## src/rtl/sram_bus_pkg.sv

```systemverilog
`default_nettype none
//==============================================================================
// Package  : sram_bus_pkg
// Purpose  : Shared types and defaults for the 4-bit/2-bit SRAM bus master.
// Revision : 1.0  initial release
//==============================================================================
package sram_bus_pkg;

  localparam int DEF_ADDR_W = 2;
  localparam int DEF_DATA_W = 4;

  // The RAM registers read data on the edge that ends the oe/address cycle.
  localparam int RD_LAT = 1;

  typedef enum logic [2:0] {
    ST_IDLE    = 3'd0,
    ST_WR      = 3'd1,
    ST_RD_ADDR = 3'd2,
    ST_RD_DATA = 3'd3,
    ST_TURN    = 3'd4
  } state_e;

endpackage
`default_nettype wire

```

## src/rtl/sram_bus_master.sv

```systemverilog
`default_nettype none
//==============================================================================
// Module   : sram_bus_master
// Purpose  : Single-request initiator for a synchronous SRAM bus (we/oe strobes,
//            split tristate data). Option SRAM_MASTER_VERIFY_EN adds a
//            readback check after every write, flagged on verify_err.
// Revision : 1.0  initial release
//==============================================================================
module sram_bus_master
  import sram_bus_pkg::*;
#(
  parameter int ADDR_W = DEF_ADDR_W,
  parameter int DATA_W = DEF_DATA_W
) (
  input  logic              clk,
  input  logic              rst,
  input  logic              req_valid,
  output logic              req_ready,
  input  logic              req_write,
  input  logic [ADDR_W-1:0] req_addr,
  input  logic [DATA_W-1:0] req_wdata,
  output logic              rsp_valid,
  output logic [DATA_W-1:0] rsp_rdata,
  output logic [ADDR_W-1:0] bus_addr,
  output logic              bus_we,
  output logic              bus_oe,
  output logic [DATA_W-1:0] bus_data_out,
  output logic              bus_data_oe,
  input  logic [DATA_W-1:0] bus_data_in,
  output logic              verify_err
);

  state_e              state_q;
  logic                rsp_valid_q;
  logic [DATA_W-1:0]   rsp_rdata_q;
  logic [ADDR_W-1:0]   bus_addr_q;
  logic                bus_we_q;
  logic                bus_oe_q;
  logic [DATA_W-1:0]   bus_data_out_q;
  logic                bus_data_oe_q;

  assign req_ready    = (state_q == ST_IDLE) && !rst;
  assign rsp_valid    = rsp_valid_q;
  assign rsp_rdata    = rsp_rdata_q;
  assign bus_addr     = bus_addr_q;
  assign bus_we       = bus_we_q;
  assign bus_oe       = bus_oe_q;
  assign bus_data_out = bus_data_out_q;
  assign bus_data_oe  = bus_data_oe_q;

`ifdef SRAM_MASTER_VERIFY_EN
  logic verify_q;
  logic verify_err_q;
  assign verify_err = verify_err_q;
`else
  assign verify_err = 1'b0;
`endif

  // Outputs are registered alongside the state so each strobe lines up with its state.
  always_ff @(posedge clk) begin
    if (rst) begin
      state_q        <= ST_IDLE;
      rsp_valid_q    <= 1'b0;
      rsp_rdata_q    <= '0;
      bus_addr_q     <= '0;
      bus_we_q       <= 1'b0;
      bus_oe_q       <= 1'b0;
      bus_data_out_q <= '0;
      bus_data_oe_q  <= 1'b0;
`ifdef SRAM_MASTER_VERIFY_EN
      verify_q       <= 1'b0;
      verify_err_q   <= 1'b0;
`endif
    end else begin
      rsp_valid_q <= 1'b0;
      case (state_q)
        ST_IDLE: begin
          if (req_valid) begin
            bus_addr_q <= req_addr;
            if (req_write) begin
              state_q        <= ST_WR;
              bus_we_q       <= 1'b1;
              bus_data_oe_q  <= 1'b1;
              bus_data_out_q <= req_wdata;
            end else begin
              state_q  <= ST_RD_ADDR;
              bus_oe_q <= 1'b1;
            end
          end
        end
        ST_WR: begin
          bus_we_q      <= 1'b0;
          bus_data_oe_q <= 1'b0;
`ifdef SRAM_MASTER_VERIFY_EN
          state_q  <= ST_RD_ADDR;
          bus_oe_q <= 1'b1;
          verify_q <= 1'b1;
`else
          state_q  <= ST_IDLE;
`endif
        end
        ST_RD_ADDR: begin
          state_q <= ST_RD_DATA;
        end
        ST_RD_DATA: begin
          state_q  <= ST_TURN;
          bus_oe_q <= 1'b0;
`ifdef SRAM_MASTER_VERIFY_EN
          if (verify_q) begin
            // bus_data_out_q still holds the data of the write being checked.
            if (bus_data_in != bus_data_out_q) begin
              verify_err_q <= 1'b1;
            end
          end else begin
            rsp_rdata_q <= bus_data_in;
            rsp_valid_q <= 1'b1;
          end
`else
          rsp_rdata_q <= bus_data_in;
          rsp_valid_q <= 1'b1;
`endif
        end
        ST_TURN: begin
          state_q <= ST_IDLE;
`ifdef SRAM_MASTER_VERIFY_EN
          verify_q <= 1'b0;
`endif
        end
        default: begin
          state_q <= ST_IDLE;
        end
      endcase
    end
  end

endmodule
`default_nettype wire
```

## config.mk

```make
export PLATFORM = sky130hd
export DESIGN_NAME = sram_bus_master
export DESIGN_NICKNAME = d
export VERILOG_FILES = /design/src/rtl/sram_bus_pkg.sv /design/src/rtl/sram_bus_master.sv
export SDC_FILE = /design/constraint.sdc
export NUM_CORES = 1
export LEC_CHECK = 0
export ABC_AREA = 1
export BUFFER_PORTS_ARGS = -buffer_cell sky130_fd_sc_hd__buf_2
export CAP_MARGIN = 10
export CORE_MARGIN = 3
export CORE_UTILIZATION = 45
export DETAILED_ROUTE_END_ITERATION = 7
export PLACE_DENSITY = 0.74
export SYNTH_ARGS = -nofsm -noshare
export SYNTH_HDL_FRONTEND = slang
export SYNTH_SLANG_ARGS = --single-unit
```

## constraint.sdc

```tcl
create_clock -name clk -period 1.45 [get_ports clk]
set_clock_uncertainty 0.2 [all_clocks]
set_input_delay 0.145 -clock clk [delete_from_list [all_inputs] [get_ports clk]]
set_output_delay 0.145 -clock clk [all_outputs]
set_load 0.05 [all_outputs]
```

After elaboration in Yosys (flattened, before gate mapping)
Index checks and enable logic that the tools add are counted.
{ "op_classes": {"n_mux": 10, "n_reduce_logical": 9, "n_eq_ne": 6} }
{ "op_table": {"columns": ["op", "n"], "rows": [
  ["$pmux W3 S3", 1],
  ["$reduce_and A3 Y1", 3],
  ["$eq A3 B2 Y1 const B", 2],
  ["$ne A2 B2 Y1 const B", 3],
  ["$mux W1", 5],
  ["$pmux W1 S2", 2],
  ["$reduce_bool A2 Y1", 2],
  ["$eq A3 B1 Y1 const B", 1],
  ["$logic_not A3 Y1", 1],
  ["$mux W3", 1],
  ["$mux W2", 1],
  ["$reduce_and A2 Y1", 1],
  ["$logic_and A1 B1 Y1", 1],
  ["$logic_not A1 Y1", 1]
]} }
{ "word_totals": {"out_inout_bits": 16, "register_bits": 16} }

Longest topological paths before layout
Gate-level depths: netlist of run 1.
{ "logic_depth": {"ltp_word": 3, "depth_mapped": 6, "ltp_nobuf": 6} }

Least setup slack after synthesis of run 1
No wires, ideal clock.
{ "synth_path": {"path_kind": "reg2out", "start": "register state_q[1]", "end": "output port req_ready", "path_stages_with_launch": 5, "setup_slack_ns": -0.161, "t_required_ns": 1.105, "t_arrival_ns": 1.266, "cell_sequence": "dfxtp_1 -> inv_2 -> buf_6 -> nand2_1 -> nor2_1"} }
{ "synth_between": {"elab_chain_len": 2} }
{ "synth_lines": {"columns": ["element", "line", "rtl"], "rows": [
  ["start: declaration", "sram_bus_master.sv:33", "state_e state_q;"],
  ["start signal: assignment", "sram_bus_master.sv:62", "state_q <= ST_IDLE;"],
  ["start signal: assignment", "sram_bus_master.sv:81", "state_q <= ST_WR;"],
  ["start signal: assignment", "sram_bus_master.sv:86", "state_q <= ST_RD_ADDR;"],
  ["$logic_not A3 Y1", "sram_bus_master.sv:42", "assign req_ready = (state_q == ST_IDLE) && !rst;"],
  ["$logic_and A1 B1 Y1", "sram_bus_master.sv:42", null],
  ["end: declaration", "sram_bus_master.sv:18", "output logic req_ready,"]
]} }
No other way between the ends.

Worst setup path in the final report of run 1
{ "layout_path": {"start": "register state_q[0]", "end": "output port req_ready"} }
Same word-level chain as after synthesis.

==> metrics.cfg, run 1 <==
[final_layout]
drive_above_1_share_pct=36.2
fin_cells=153
fillers=101
final_cell_area_um2=1050
fin_nets=153
area_delta_synth_final_pct=45.1
diodes=0

[setup_path]
cpPeakStageDelay_ns=0.37
crit_path_start=state_q[0]
endpoint_kind=output port
r2r_slack_ns=0.19
crit_chain=nor2_4 > nand2_2 > nor2_4 > buf_6
startpoint_type=flip-flop
crit_fanout=3
rr_worst_depth=6
reg2reg_from=state_q[1]
path_class=flip-flop to output port
crit_end=req_ready
path_common_cell=nor2_4
cpMaxStageDelayCell=dfxtp_4
r2r_end=bus_addr[1]
arrival_ns=1.08
cp.required_ns=1.11

[floorplan]
coreArea_um2=1400
die_w_um=46.1
die_height_um=46.1
io_pins=30
dieArea_um2=2120
start_util_pct=51.6
rows=13

[yosys]
syn_avg_cell_area_um2=7.60
synth_area_um2=722
yosys_warnings=0
synth_compound_area_share_pct=4.85
syn_nets=109
yosysTopAreaCell=dfxtp_1
ys_dominant_reg_cell=dfxtp_1
synth.most_common_cell=nand2_1
synthTopCellsByCount=nand2_1 (22), dfxtp_1 (16), inv_1 (16), nor2_1 (8), nand4_1 (7)
synth_top_cell_area_share_pct=44.4
synthXorXnorAreaFrac_pct=0
synth-simple-area-share_pct=34.5
synth_mux_area_share_pct=0
synth-adder-area-share_pct=0
syn_inst=95
synthTopCellsByArea=dfxtp_1 (44%), nand2_1 (11%), inv_1 (8.3%)
synth_top_family_by_area=simple AND/OR/NAND/NOR gates
ys_seq_area_share_pct=44.4
synth_edf_count=0
yosys_register_bits=16
netlist-cell-type-count=17
synthArstFlopShare_pct=0

[route]
vias=725
drt_iter0_markers=13
dr.pass1.iters=4
viasPerCell=4.74
drc_errors=0
drtAntennaViolNets=0
routed_wl_um=1730
wl_per_cell_um=11.3

[grt]
grt_max_degree=12
grt-ovfl-total=0
grt_pass1_wl_um=2770
grt_pass1_vias=683
grt.total_usage_pct=18.4
antenna_found_initial=0

[placed_design]
io_buffers=28
gp_congestion=0.748
placed_cell_area_um2=856
dp_cells=135
hpwl_um=1090

[outcome]
outcome=finished clean

[power]
p_int_w=0.000722
p_sw_w=0.000353
power_frac_comb_pct=27.3
powerDensity_nw_per_um2=1030
leakage_nw=0.557
seq_power_share_pct=44.8
switching_share_pct=32.8
p_clk_share_pct=27.9
ir_drop_uv=690

[timing]
hold_viol=0
fmax_mhz=700
rsz0062_at_grt=yes
finalCritPeriodShare_pct=98.5
setup_tns_ns=0
setup_viol_count_final=0
layout_min_cycle_time_ns=1.43
whs_ns=0.00336
slew_violations=0

[hold_path]
hp-class=input pin to flip-flop

[run]
drv_cap=0

[clock_tree]
htreeDepth=1
cts_buffers=3
clockBufferDepth=2
root_buffer=clkbuf_4
path_clk_slew_ns=0.10
clk_latency_ns=0.29
clock_sinks=16
cts_tree=built

-- state kept, by name, indices dropped and copies added (netlist names) --
signal	cells
bus_addr	2
rsp_valid	1
state_q	3
rsp_rdata	4
bus_data_out	4
bus_oe	1
bus_data_oe	1
-- layer usage --
metal  track usage [%]  part of all wire, %  vias up
met5                 0                    0        -
li1                  -                    -      377
met2              33.5                   48       30
met3              4.30                  6.7        4
met4              10.2                  1.5        0
met1              18.9                   44      314
-- stage by stage --
| stage | utilization, % | worst slack (ns) | total power, W |
|---|---|---|---|
| global placement | 61.2 | 0.188 | 0.000731 |
| detailed placement | 61.2 | 0.156 | 0.000736 |
| finish | 74.9 | 0.0223 | 0.00107 |
| CTS | 73.0 | 0.00149 | 0.00107 |
| global route | 74.9 | -0.0342 | 0.00113 |
| floorplan | - | 0.0588 | 0.000683 |
-- cell type report --
| cell class | count | area [um2] | area share (%) |
|---|---|---|---|
| inverters | 19 | 73.8 | 7.05 |
| clock buffers | 4 | 36.3 | 3.46 |
| well taps | 15 | 18.8 | 1.79 |
| repair buffers | 44 | 294 | 28.1 |
| flip-flops and latches | 16 | 327 | 31.2 |
| multi-input cells | 55 | 298 | 28.4 |
-- cell families after synthesis --
family | count (synthesis)
other cells | 1
flops | 16
simple gates | 47
compound gates | 7
buf+inv | 24
-- how the worst min path moves through the flow --
stage	slack [ns]	to	startpoint	cells past startpoint
after floorplan	0.01	bus_addr[0]	rst	1
after global placement	0.13	rsp_rdata[2]	bus_data_in[2]	3
after detailed placement	0.14	rsp_rdata[1]	bus_data_in[1]	3
after CTS	0.002	bus_data_out[2]	req_wdata[2]	5
after global routing	0.02	bus_data_out[2]	req_wdata[2]	5
final	0.003	bus_data_out[2]	req_wdata[2]	5
-- timing repair --
item,CTS,global route
hold buffers,11,0
hold endpoints to repair,12,0
resized for setup,5,4
setup buffers,1,2
pin swaps,0,2
endpoints found under the setup margin,1,1
-- cells in the final DEF (no fill, tap or decap), types with 2 or more instances in the layout --
cell / synthesis / final
a21oi_1: 4 / 4
dfxtp_1: 16 / 13
nand3_1: 5 / 5
dfxtp_2: 0 / 2
buf_4: 2 / 5
nand4_1: 7 / 7
nand3_4: 2 / 2
nor2_1: 8 / 7
buf_2: 1 / 27
nand2_1: 22 / 21
inv_2: 3 / 2
inv_1: 16 / 16
clkbuf_4: 0 / 3
o21ai_0: 2 / 2
nor2_4: 2 / 3
dlygate4sd3_1: 0 / 11
-- critical path, delay by kind of cell, from the launching register on --
family	cells	cell delay (ns)
flip-flops	1	0.37
buffers and inverters	1	0.16
AND/OR/NAND/NOR	3	0.26
-- power by group through the flow --
stage | combinational (W) | sequential (W) | clock (W)
2_1_floorplan | 0.000124 | 0.000560 | 0
3_3_place_gp | 0.000241 | 0.000490 | 0
3_5_place_dp | 0.000245 | 0.000491 | 0
4_1_cts | 0.000277 | 0.000483 | 0.000306
5_1_grt | 0.000317 | 0.000485 | 0.000324
6_report | 0.000293 | 0.000482 | 0.000300
(Power assumes the default switching activity.)
==> run 2: changes to the inputs <==
==> constraint.sdc (replaced) <==
create_clock -name clk -period 1.45 [get_ports clk]
set_clock_uncertainty 0.2 [all_clocks]
set_input_delay 0.29 -clock clk [delete_from_list [all_inputs] [get_ports clk]]
set_output_delay 0.29 -clock clk [all_outputs]
set_load 0.05 [all_outputs]
==> metrics.cfg, run 2 (synthesis results as in run 1) <==
[route]
drc_errors=0
wl_per_cell_um=10.4
routed_wl_um=1510
drt_iter0_markers=7
dr.pass1.iters=4
vias=680
viasPerCell=4.69
drtAntennaViolNets=0

[clock_tree]
cts_tree=built
root_buffer=clkbuf_4
clock_sinks=16
path_clk_slew_ns=0.09
clockBufferDepth=2
htreeDepth=1
cts_buffers=3
clk_latency_ns=0.28

[grt]
grt_pass1_wl_um=2390
antenna_found_initial=0
grt.total_usage_pct=16.0
grt-ovfl-total=0
grt_pass1_vias=602
grt_max_degree=12

[setup_path]
rr_worst_depth=7
startpoint_type=flip-flop
arrival_ns=1.06
cp.required_ns=0.96
path_class=flip-flop to output port
endpoint_kind=output port
crit_fanout=2

[power]
ir_drop_uv=640
leakage_nw=0.521
power_frac_comb_pct=28.7
p_sw_w=0.000331
p_clk_share_pct=22.9
powerDensity_nw_per_um2=1020
p_int_w=0.000655
seq_power_share_pct=48.4
switching_share_pct=33.6

[placed_design]
gp_congestion=0.726
io_buffers=28
hpwl_um=1050
dp_cells=137
placed_cell_area_um2=876

[timing]
fmax_mhz=643
setup_viol_count_final=1
layout_min_cycle_time_ns=1.55
finalCritPeriodShare_pct=107
setup_tns_ns=-0.105
fin_ws_ns=-0.105
hold_viol=0
slew_violations=0
rsz0062_at_grt=yes

[floorplan]
dieArea_um2=2120
rows=13
die_w_um=46.1
start_util_pct=51.6
die_height_um=46.1
coreArea_um2=1400
io_pins=30

[hold_path]
hp-class=input pin to flip-flop
min_path_cells=3

[final_layout]
fin_nets=146
area_delta_synth_final_pct=33.8
drive_above_1_share_pct=36.9
diodes=0
fin_cells=145
fillers=132
final_util_pct=69.1
final_common_cell=buf_2
layout_common_cells=buf_2 (27), nand2_1 (21), inv_1 (16), dfxtp_1 (14)
final_cell_area_um2=966

[run]
drv_cap=0

[outcome]
outcome=finished, violations left
violations=setup timing

-- run 2: changes by cell type in the layout (fill, tap and decap cells not counted), sizes merged --
cell	previous run	this run
dlygate4sd3	11	4
clkbuf	4	3
-- run 2: worst max-delay path, stage by stage (launching register included) --
cell and delay, ns:
dfxtp_2 0.34, nor2_4 0.14, nand2_4 0.07, nor2_4 0.09, buf_8 0.15
-- run 2: area by class of cell --
cell class                 instances  area (um2)  share of cell area (%)
clock buffer                       3        22.5                    2.33
inverter                          19        71.3                    7.38
multi-input combinational         55         303                    31.3
sequential                        16         323                    33.4
tap                               15        18.8                    1.94
timing repair buffer              37         228                    23.6
-- run 2: path summary, 6_finish.rpt --
| check | start | to | slack [ns] |
|---|---|---|---|
| setup reg to reg | state_q[0] | bus_data_out[0] | 0.13 |
| hold reg to reg | bus_data_oe | bus_data_oe | 0.25 |
| setup / recovery | state_q[0] | req_ready | -0.10 |
| hold / removal | req_addr[1] | bus_addr[1] | 0.08 |
-- run 2: stage by stage --
stage	setup slack, ns	total power (W)	hold slack [ns]
floorplan	0.0438	0.000686	0.159
global placement	0.109	0.000741	0.235
detailed placement	0.0978	0.000744	0.239
CTS	-0.100	0.000984	0.0757
global route	-0.173	0.00104	0.0941
finish	-0.105	0.000986	0.0821
-- run 2: power by group through the flow --
stage | Clock, W | Combinational (W) | Sequential (W)
floorplan | 0 | 0.000126 | 0.000560
global placement | 0 | 0.000255 | 0.000486
detailed placement | 0 | 0.000257 | 0.000487
CTS | 0.000235 | 0.000272 | 0.000477
global route | 0.000250 | 0.000306 | 0.000480
finish | 0.000226 | 0.000283 | 0.000477
-- run 2: what timing repair did --
action                                  4_1_cts  5_1_grt
endpoints found under the hold margin         4        0
gates resized for setup                       4        3
endpoints found under the setup margin        1        1
hold buffers                                  4        0
pin swaps                                     0        1
setup buffers                                 0        1
-- run 2: metal layers --
metal	vias to the layer above	GRT usage (%)	part of all wire, %	wire [um]
met2	18	27.5	50	752
met4	0	10.2	0.80	12
li1	363	-	-	-
met3	2	2.34	5.6	84
met1	297	18.1	44	655
met5	-	0	0	0
==> run 3: changes to the inputs <==
- CORE_UTILIZATION: 45 -> 30
- PLACE_DENSITY: 0.74 -> 0.52
==> metrics.cfg, run 3 (synthesis results as in run 1) <==
[timing]
hold_viol=0
slew_violations=0
setup_viol_count_final=1
finalCritPeriodShare_pct=107
whs_ns=0.0684
rsz0062_at_grt=yes
layout_min_cycle_time_ns=1.55
fin_ws_ns=-0.0964
fmax_mhz=647

[final_layout]
final_cell_area_um2=978
layout_common_cells=buf_2 (27), nand2_1 (21), inv_1 (16), dfxtp_1 (15)
final_common_cell=buf_2
diodes=0
area_delta_synth_final_pct=35.5
fin_nets=145
final_util_pct=43.4
drive_above_1_share_pct=36.2

[clock_tree]
cts_tree=built
root_buffer=clkbuf_4
clock_sinks=16
clockBufferDepth=2
htreeDepth=1
clk_latency_ns=0.28
cts_buffers=3
path_clk_slew_ns=0.10

[grt]
grt-ovfl-total=0
grt.total_usage_pct=11.2
grt_max_degree=12
grt_pass1_vias=596
antenna_found_initial=0
grt_pass1_wl_um=2420

[floorplan]
dieArea_um2=3030
start_util_pct=32.0
die_height_um=55.1
die_w_um=55.1
rows=17
io_pins=30
coreArea_um2=2250

[route]
drtAntennaViolNets=0
dr.pass1.iters=4
wl_per_cell_um=9.30
drc_errors=0
drt_iter0_markers=12
viasPerCell=4.31
routed_wl_um=1470
vias=681

[setup_path]
crit_path_start=state_q[2]
cp.required_ns=0.96
reg2reg_from=state_q[2]
crit_end=req_ready
rr_worst_depth=6
r2r_slack_ns=0.25
crit_fanout=2
r2r_end=bus_data_out[1]
path_class=flip-flop to output port
arrival_ns=1.06
startpoint_type=flip-flop
endpoint_kind=output port

[power]
leakage_nw=0.521
powerDensity_nw_per_um2=1060
ir_drop_uv=692

[outcome]
violations=setup timing
outcome=finished, violations left

[run]
drv_cap=0

[placed_design]
hpwl_um=1120
placed_cell_area_um2=892
io_buffers=28
gp_congestion=0.734

[hold_path]
hp-class=input pin to flip-flop

## run 3: changes by cell type in the layout (fill, tap and decap cells not counted)
| cell | change |
|---|---|
| nand2_4 | -1 |
| buf_4 | -1 |
| dfxtp_2 | -1 |
| clkbuf_8 | +1 |
| dfxtp_1 | +1 |
| buf_6 | +1 |
| buf_8 | -1 |
| nand2_2 | +1 |
## run 3: metal layers
layer | track usage (%) | vias to the layer above | share of wire [%]
li1 | - | 362 | -
met1 | 13.2 | 295 | 43
met2 | 18.7 | 22 | 47
met3 | 4.83 | 2 | 8.2
met4 | 2.43 | 0 | 1.1
met5 | 0 | - | 0
## run 3: power breakdown
| part | internal [W] | switching (W) |
|---|---|---|
| Clock | 0.000153 | 0.000141 |
| Sequential | 0.000464 | 0.0000128 |
| Combinational | 0.0000862 | 0.000184 |
| Total | 0.000703 | 0.000337 |
## run 3: layout make-up
cell class | instances | area, um2
clock buffer | 4 | 36.3
fill | 271 | 1280
inverter | 19 | 71.3
multi-input combinational | 55 | 298
sequential | 16 | 322
tap | 28 | 35.0
timing repair buffer | 36 | 216
## run 3: per-stage QoR
step,setup TNS (ns),power [W],instances,setup WS [ns]
floorplan,0,0.000686,95,0.0438
global placement,0,0.000744,150,0.0985
detailed placement,0,0.000746,150,0.0861
CTS,-0.114,0.00106,158,-0.114
global route,-0.151,0.00110,158,-0.151
finish,-0.0964,0.00104,158,-0.0964
## run 3: timing repair
| item | CTS | global route |
|---|---|---|
| gates cloned | 0 | 0 |
| gates resized for setup | 4 | 0 |
| endpoints found under the hold margin | 4 | 0 |
| setup endpoints to repair | 1 | 1 |
| buffers inserted | 0 | 0 |
| hold buffers | 4 | 0 |
## run 3: how the worst min path moves through the flow
stage / cells past startpoint / startpoint / endpoint
after detailed placement: 2 / bus_oe / bus_oe
after floorplan: 1 / rst / bus_addr[0]
after CTS: 3 / req_addr[1] / bus_addr[1]
after global routing: 3 / req_addr[1] / bus_addr[1]
after global placement: 2 / bus_oe / bus_oe
final: 3 / req_addr[1] / bus_addr[1]
## run 3: worst max-delay path, stage by stage, from the launching register on
cell and delay (ns):
dfxtp_2 0.34, nor2_4 0.11, nand2_2 0.08, nor2_4 0.08
buf_6 0.16
